===== src/rtl/lspc_vram_arb.sv =====
// VRAM access arbiter for the 68k VRAM port: the CPU writes through an address, data and modulo register,
// and each access is placed in a free slot of the zone selected by ADDR_REG[15]. Every write is followed by a read prefetch.
module lspc_vram_arb (
  input  logic        CLK_24M,
  input  logic        RESET,
  input  logic        REG_ADDR_WE,
  input  logic        REG_DATA_WE,
  input  logic        REG_MOD_WE,
  input  logic [15:0] REG_WDATA,
  input  logic        SLOW_SLOT,
  input  logic        FAST_SLOT,
  input  logic [15:0] SLOW_RDATA,
  input  logic [15:0] FAST_RDATA,
  output logic [14:0] VRAM_ADDR,
  output logic [15:0] VRAM_WDATA,
  output logic        SLOW_WE,
  output logic        FAST_WE,
  output logic        SLOW_RD,
  output logic        FAST_RD,
  output logic [15:0] READ_BUF,
  output logic [15:0] ADDR_REG,
  output logic [15:0] MOD_REG,
  output logic        BUSY,
  output logic        OVERRUN
);

  localparam logic [2:0] IDLE    = 3'd0;
  localparam logic [2:0] WR_WAIT = 3'd1;
  localparam logic [2:0] WR_ACC  = 3'd2;
  localparam logic [2:0] RD_WAIT = 3'd3;
  localparam logic [2:0] RD_ACC  = 3'd4;

  logic [2:0]  state_q, state_d;
  logic [15:0] addr_q, addr_d;
  logic [15:0] mod_q, mod_d;
  logic [15:0] wbuf_q, wbuf_d;
  logic [15:0] rbuf_q, rbuf_d;
  logic [14:0] vaddr_q, vaddr_d;
  logic [15:0] vwdata_q, vwdata_d;
  logic        swe_q, swe_d, fwe_q, fwe_d;
  logic        srd_q, srd_d, frd_q, frd_d;
  logic        busy_q, busy_d;
  logic        ovr_q, ovr_d;
  logic        slot;
  logic        wr_phase;

  always_comb begin
    state_d  = state_q;
    addr_d   = addr_q;
    mod_d    = REG_MOD_WE ? REG_WDATA : mod_q;
    wbuf_d   = wbuf_q;
    rbuf_d   = rbuf_q;
    vaddr_d  = vaddr_q;
    vwdata_d = vwdata_q;
    swe_d    = 1'b0;
    fwe_d    = 1'b0;
    srd_d    = 1'b0;
    frd_d    = 1'b0;
    ovr_d    = ovr_q;
    slot     = addr_q[15] ? FAST_SLOT : SLOW_SLOT;
    wr_phase = (state_q == WR_WAIT) || (state_q == WR_ACC);

    // A write in flight locks out both address and data writes; either one is recorded as an overrun.
    if (wr_phase) begin
      if (REG_ADDR_WE || REG_DATA_WE) ovr_d = 1'b1;
      if (state_q == WR_ACC) begin
        addr_d  = addr_q + mod_q;
        state_d = RD_WAIT;
      end else if (slot) begin
        state_d  = WR_ACC;
        vaddr_d  = addr_q[14:0];
        vwdata_d = wbuf_q;
        fwe_d    = addr_q[15];
        swe_d    = ~addr_q[15];
      end
    end else if (REG_ADDR_WE) begin
      addr_d  = REG_WDATA;
      state_d = RD_WAIT;
      if (REG_DATA_WE) ovr_d = 1'b1;
    end else if (REG_DATA_WE) begin
      wbuf_d  = REG_WDATA;
      state_d = WR_WAIT;
    end else if (state_q == RD_ACC) begin
      // The read strobe still high identifies which bus is returning data.
      rbuf_d  = frd_q ? FAST_RDATA : SLOW_RDATA;
      state_d = IDLE;
    end else if ((state_q == RD_WAIT) && slot) begin
      state_d = RD_ACC;
      vaddr_d = addr_q[14:0];
      frd_d   = addr_q[15];
      srd_d   = ~addr_q[15];
    end

    busy_d = (state_d != IDLE);
  end

  always_ff @(posedge CLK_24M or posedge RESET) begin
    if (RESET) begin
      state_q  <= IDLE;
      addr_q   <= '0;
      mod_q    <= '0;
      wbuf_q   <= '0;
      rbuf_q   <= '0;
      vaddr_q  <= '0;
      vwdata_q <= '0;
      swe_q    <= 1'b0;
      fwe_q    <= 1'b0;
      srd_q    <= 1'b0;
      frd_q    <= 1'b0;
      busy_q   <= 1'b0;
      ovr_q    <= 1'b0;
    end else begin
      state_q  <= state_d;
      addr_q   <= addr_d;
      mod_q    <= mod_d;
      wbuf_q   <= wbuf_d;
      rbuf_q   <= rbuf_d;
      vaddr_q  <= vaddr_d;
      vwdata_q <= vwdata_d;
      swe_q    <= swe_d;
      fwe_q    <= fwe_d;
      srd_q    <= srd_d;
      frd_q    <= frd_d;
      busy_q   <= busy_d;
      ovr_q    <= ovr_d;
    end
  end

  assign VRAM_ADDR  = vaddr_q;
  assign VRAM_WDATA = vwdata_q;
  assign SLOW_WE    = swe_q;
  assign FAST_WE    = fwe_q;
  assign SLOW_RD    = srd_q;
  assign FAST_RD    = frd_q;
  assign READ_BUF   = rbuf_q;
  assign ADDR_REG   = addr_q;
  assign MOD_REG    = mod_q;
  assign BUSY       = busy_q;
  assign OVERRUN    = ovr_q;

endmodule


===== config.mk =====
export PLATFORM = sky130hd
export DESIGN_NAME = lspc_vram_arb
export DESIGN_NICKNAME = d
export VERILOG_FILES = /design/src/rtl/lspc_vram_arb.sv
export SDC_FILE = /design/constraint.sdc
export NUM_CORES = 1
export LEC_CHECK = 0
export CAP_MARGIN = 20
export CORE_ASPECT_RATIO = 2
export CORE_MARGIN = 2
export CORE_UTILIZATION = 52
export DETAILED_ROUTE_END_ITERATION = 10
export PLACE_DENSITY = 0.87
export SYNTH_ARGS = -nofsm -noshare
export SYNTH_HDL_FRONTEND = slang
export SYNTH_SLANG_ARGS = --single-unit

===== constraint.sdc =====
create_clock -name CLK_24M -period 5.9 [get_ports CLK_24M]
set_input_delay 1.18 -clock CLK_24M [delete_from_list [all_inputs] [get_ports CLK_24M]]
set_output_delay 1.18 -clock CLK_24M [all_outputs]
set_load 0.02 [all_outputs]

==> impl_results.md <==
- Yosys reg bits: between 100 and 150
- Post-Layout Inst Area: between 6000 and 7000 sq um
- Critical path, cell by cell: clkdlybuf4s50_1
- Via count: 3919
- Non-Filler Instances: 676
- Synth area leaders: dfrtp_1 (52%), mux2_2 (14%), mux2i_1 (3.8%), ha_1 (3.7%), nand2_1 (3.1%)
- Worst path bufs/invs: 1
- RD Place Congestion: 0.877
- Fmax: 315 MHz
- Largest area contributor in the netlist: dfrtp_1
- Die footprint: 10600 sq um
- Pint: 0.00218 W
- Mapped Cells: 439
- Layout area overhead: 33.9%
- Peak fanout along the critical path: 17
- Combinational share of power: 51.3%
- WL final: 12900 um
- Routed length per instance: approximately 19 um
- Clock net sink count: 104
- Clock Root Buffer: clkbuf_16
- Num rows: 50
- Initial Util: 53.8%
- # IOs: between 100 and 150
- Die width: 73.7 um
- Final HPWL DP: roughly 9600 um
- FF/Latch Area: 2600 sq um
- Syn_area_per_cell: 11.5 sq um
- Clock network power share: 16.1%
- WP data arrival: 2.00 ns
- CTS clk-pin slew, worst paths: 0.07 ns
- Initial antenna violation count: 0
- Class of the worst hold path: reg2reg
- Worst setup EP type: output pin
- Clk buf depth: 2
- Min Tclk post-route: between 3 and 4 ns
- CTS tree: built
- Routed Antenna Nets: 0
- Vias per cell: 5.80
- Placed cells: 660
- RSZ-0062 raised after global routing: false
- Fin Hold WS: 0.481 ns
- MaxCap Viol Count: 0
- FILL cells: 657
- Total power: 0.00368 W
- Largest net degree at the start of global routing: 61
- Setup TNS: 0 ns
- WP data required: about 4.7 ns
- EDFF count, synth: 0
- Placed cell area: 6460 sq um
- Main synth FF type: dfrtp_1
- Pleak: 2.85 nW
- Iteration-0 DRC Markers: about 150
- Post_cts resized: 0
- Layout Skew: 0.00656 ns
- Async SR Flop Fraction: 100%
- Die height: 143 um
- Status: finished clean
- Slowest CP cell: dfrtp_1
- Ant diodes: 0
- Worst-margin pin slew: about 0.94 ns
- GRT Overall Usage: between 20% and 30%
- H-tree depth: 3
- Max-slew violations: 0
- First-pass GRT wire length: 20100 um
- DRC errors left: 0
- Detailed Routing Iterations Pass 1: 4
- Clk Latency, worst-skew pair: about 0.35 ns
- Layout Nets: 638
- Switching part of the total: approximately two fifths
- Crit-path max cell delay: 0.90 ns
- Top-area cell type share of the netlist area: 51.5%
- CTS buffer count: 9
- Buffers inserted by post-CTS timing repair: 0
- Crit path kind: reg2out
- CP Launch Type: flop
- Sw Pwr: 0.00149 W
- Mapped cell area: 5050 sq um
- Final Hold Vio Count: 0
- Synth cell types: between 40 and 50
- VDD IR-drop max: 375 uV
- Gr ovfl total: 0
- CP delay by family, top: flip-flops
- Final worst-path cycle share: 53.9%
- Number of global-route vias before repair: around 4100
- PwrDens: 544 nW/um^2
- # hold bufs at CTS: 0
- Core Region: 9380 sq um
- Final setup violating endpoints: 0
- Warnings from Yosys: 0
- Area of the multi-input gates: about 2300 sq um
- Mapped Nets: 510
- Flop pwr share: 32.6%
- Register area share after synthesis: about half
- Ratio of cells with drive above 1 in the final layout: around 17%
- Max-slew headroom: 37.1%
- IO Port Bufs: between 100 and 150
## through the flow
stage                     setup WS (ns)  util, %
final                              2.72     72.1
after global routing               2.66     72.1
after CTS                          2.69     72.1
after detailed placement           2.59     68.9
after global placement             2.76     68.9
after floorplan                    1.99        -
## path summary, 6_finish.rpt
kind | from | to | slack (ns) | depth (start not counted)
setup / recovery | FAST_RD | FAST_RD | 2.72 | 1
hold reg to reg | READ_BUF[15] | READ_BUF[15] | 0.48 | 2
setup reg to reg | state_q[0] | wbuf_q[5] | 3.54 | 4
hold / removal | READ_BUF[15] | READ_BUF[15] | 0.48 | 2
max in group asynchronous | RESET | VRAM_ADDR[9] | 3.52 | 3
min in group asynchronous | RESET | VRAM_WDATA[13] | 1.30 | 2
## logic make-up (layout without fill, tap and decap cells)
logic type,Yosys count,in the layout,synth area share (%)
compound gates,94,94,11.6
fa+ha+maj,16,16,4.11
simple gates,100,100,9.86
mux,82,82,17.8
flops,104,104,51.5
buf+inv,31,164,2.97
xor+xnor,12,12,2.08
## layer usage
layer	vias to the layer above	part of all wire, %	global-route usage, %
li1	1815	-	-
met1	1906	34	25.2
met5	-	0	0
met4	0	5.5	15.4
met2	152	55	46.7
met3	46	5.2	5.26
## worst register-to-register path, stage by stage, from the launching register on
cell and delay [ns]:
dfrtp_1 0.53, xnor2_1 0.25, or2_1 0.67, nand3b_4 0.39, mux2_2 0.40
## flip-flops by register name, summed over array words and instances (netlist names)
| register | count |
|---|---|
| SLOW_RD | 1 |
| ADDR_REG | 16 |
| READ_BUF | 16 |
| FAST_RD | 1 |
| wbuf_q | 16 |
| MOD_REG | 16 |
| BUSY | 1 |
| state_q | 3 |
| VRAM_ADDR | 15 |
| OVERRUN | 1 |
| SLOW_WE | 1 |
| VRAM_WDATA | 16 |
| FAST_WE | 1 |
## cell type report
class | count | area share [%]
Sequential cell | 104 | 38.5
Timing Repair Buffer | 140 | 20.7
Multi-Input combinational cell | 304 | 34.0
Tap cell | 104 | 1.92
Clock buffer | 10 | 3.53
Clock inverter | 6 | 0.888
Inverter | 8 | 0.481
## power groups by stage
stage,logic (W),registers [W],clock network (W)
after floorplan,0.00103,0.00138,0
after global placement,0.00182,0.00119,0
after detailed placement,0.00187,0.00121,0
after CTS,0.00189,0.00120,0.000603
after global routing,0.00203,0.00123,0.000632
final,0.00189,0.00120,0.000593
## cell usage after synthesis, drive strengths merged, types with 2 or more instances
cell type / number
a211oi: 3
a21o: 4
a21oi: 34
a31oi: 3
and2: 2
and3: 8
buf: 16
clkbuf: 7
dfrtp: 104
ha: 15
inv: 8
mux2: 63
mux2i: 19
nand2: 43
nand3: 8
nand3b: 3
nand4: 3
nor2: 20
nor3: 3
nor3b: 4
o21a: 2
o21ai: 36
o21bai: 3
o221ai: 2
o31ai: 2
xnor2: 11
## placed cells by master, fill, tap and decap left out, types with 7 or more instances in the layout
cell type	n
and3_1	8
mux2i_1	19
o21ai_0	25
o21ai_1	9
clkbuf_16	9
ha_1	15
nand2_1	42
mux2_2	63
a21oi_2	7
inv_1	7
clkdlybuf4s50_1	139
nor2_1	20
xnor2_1	11
dfrtp_1	104
a21oi_1	27
(Power assumes the default switching activity.)
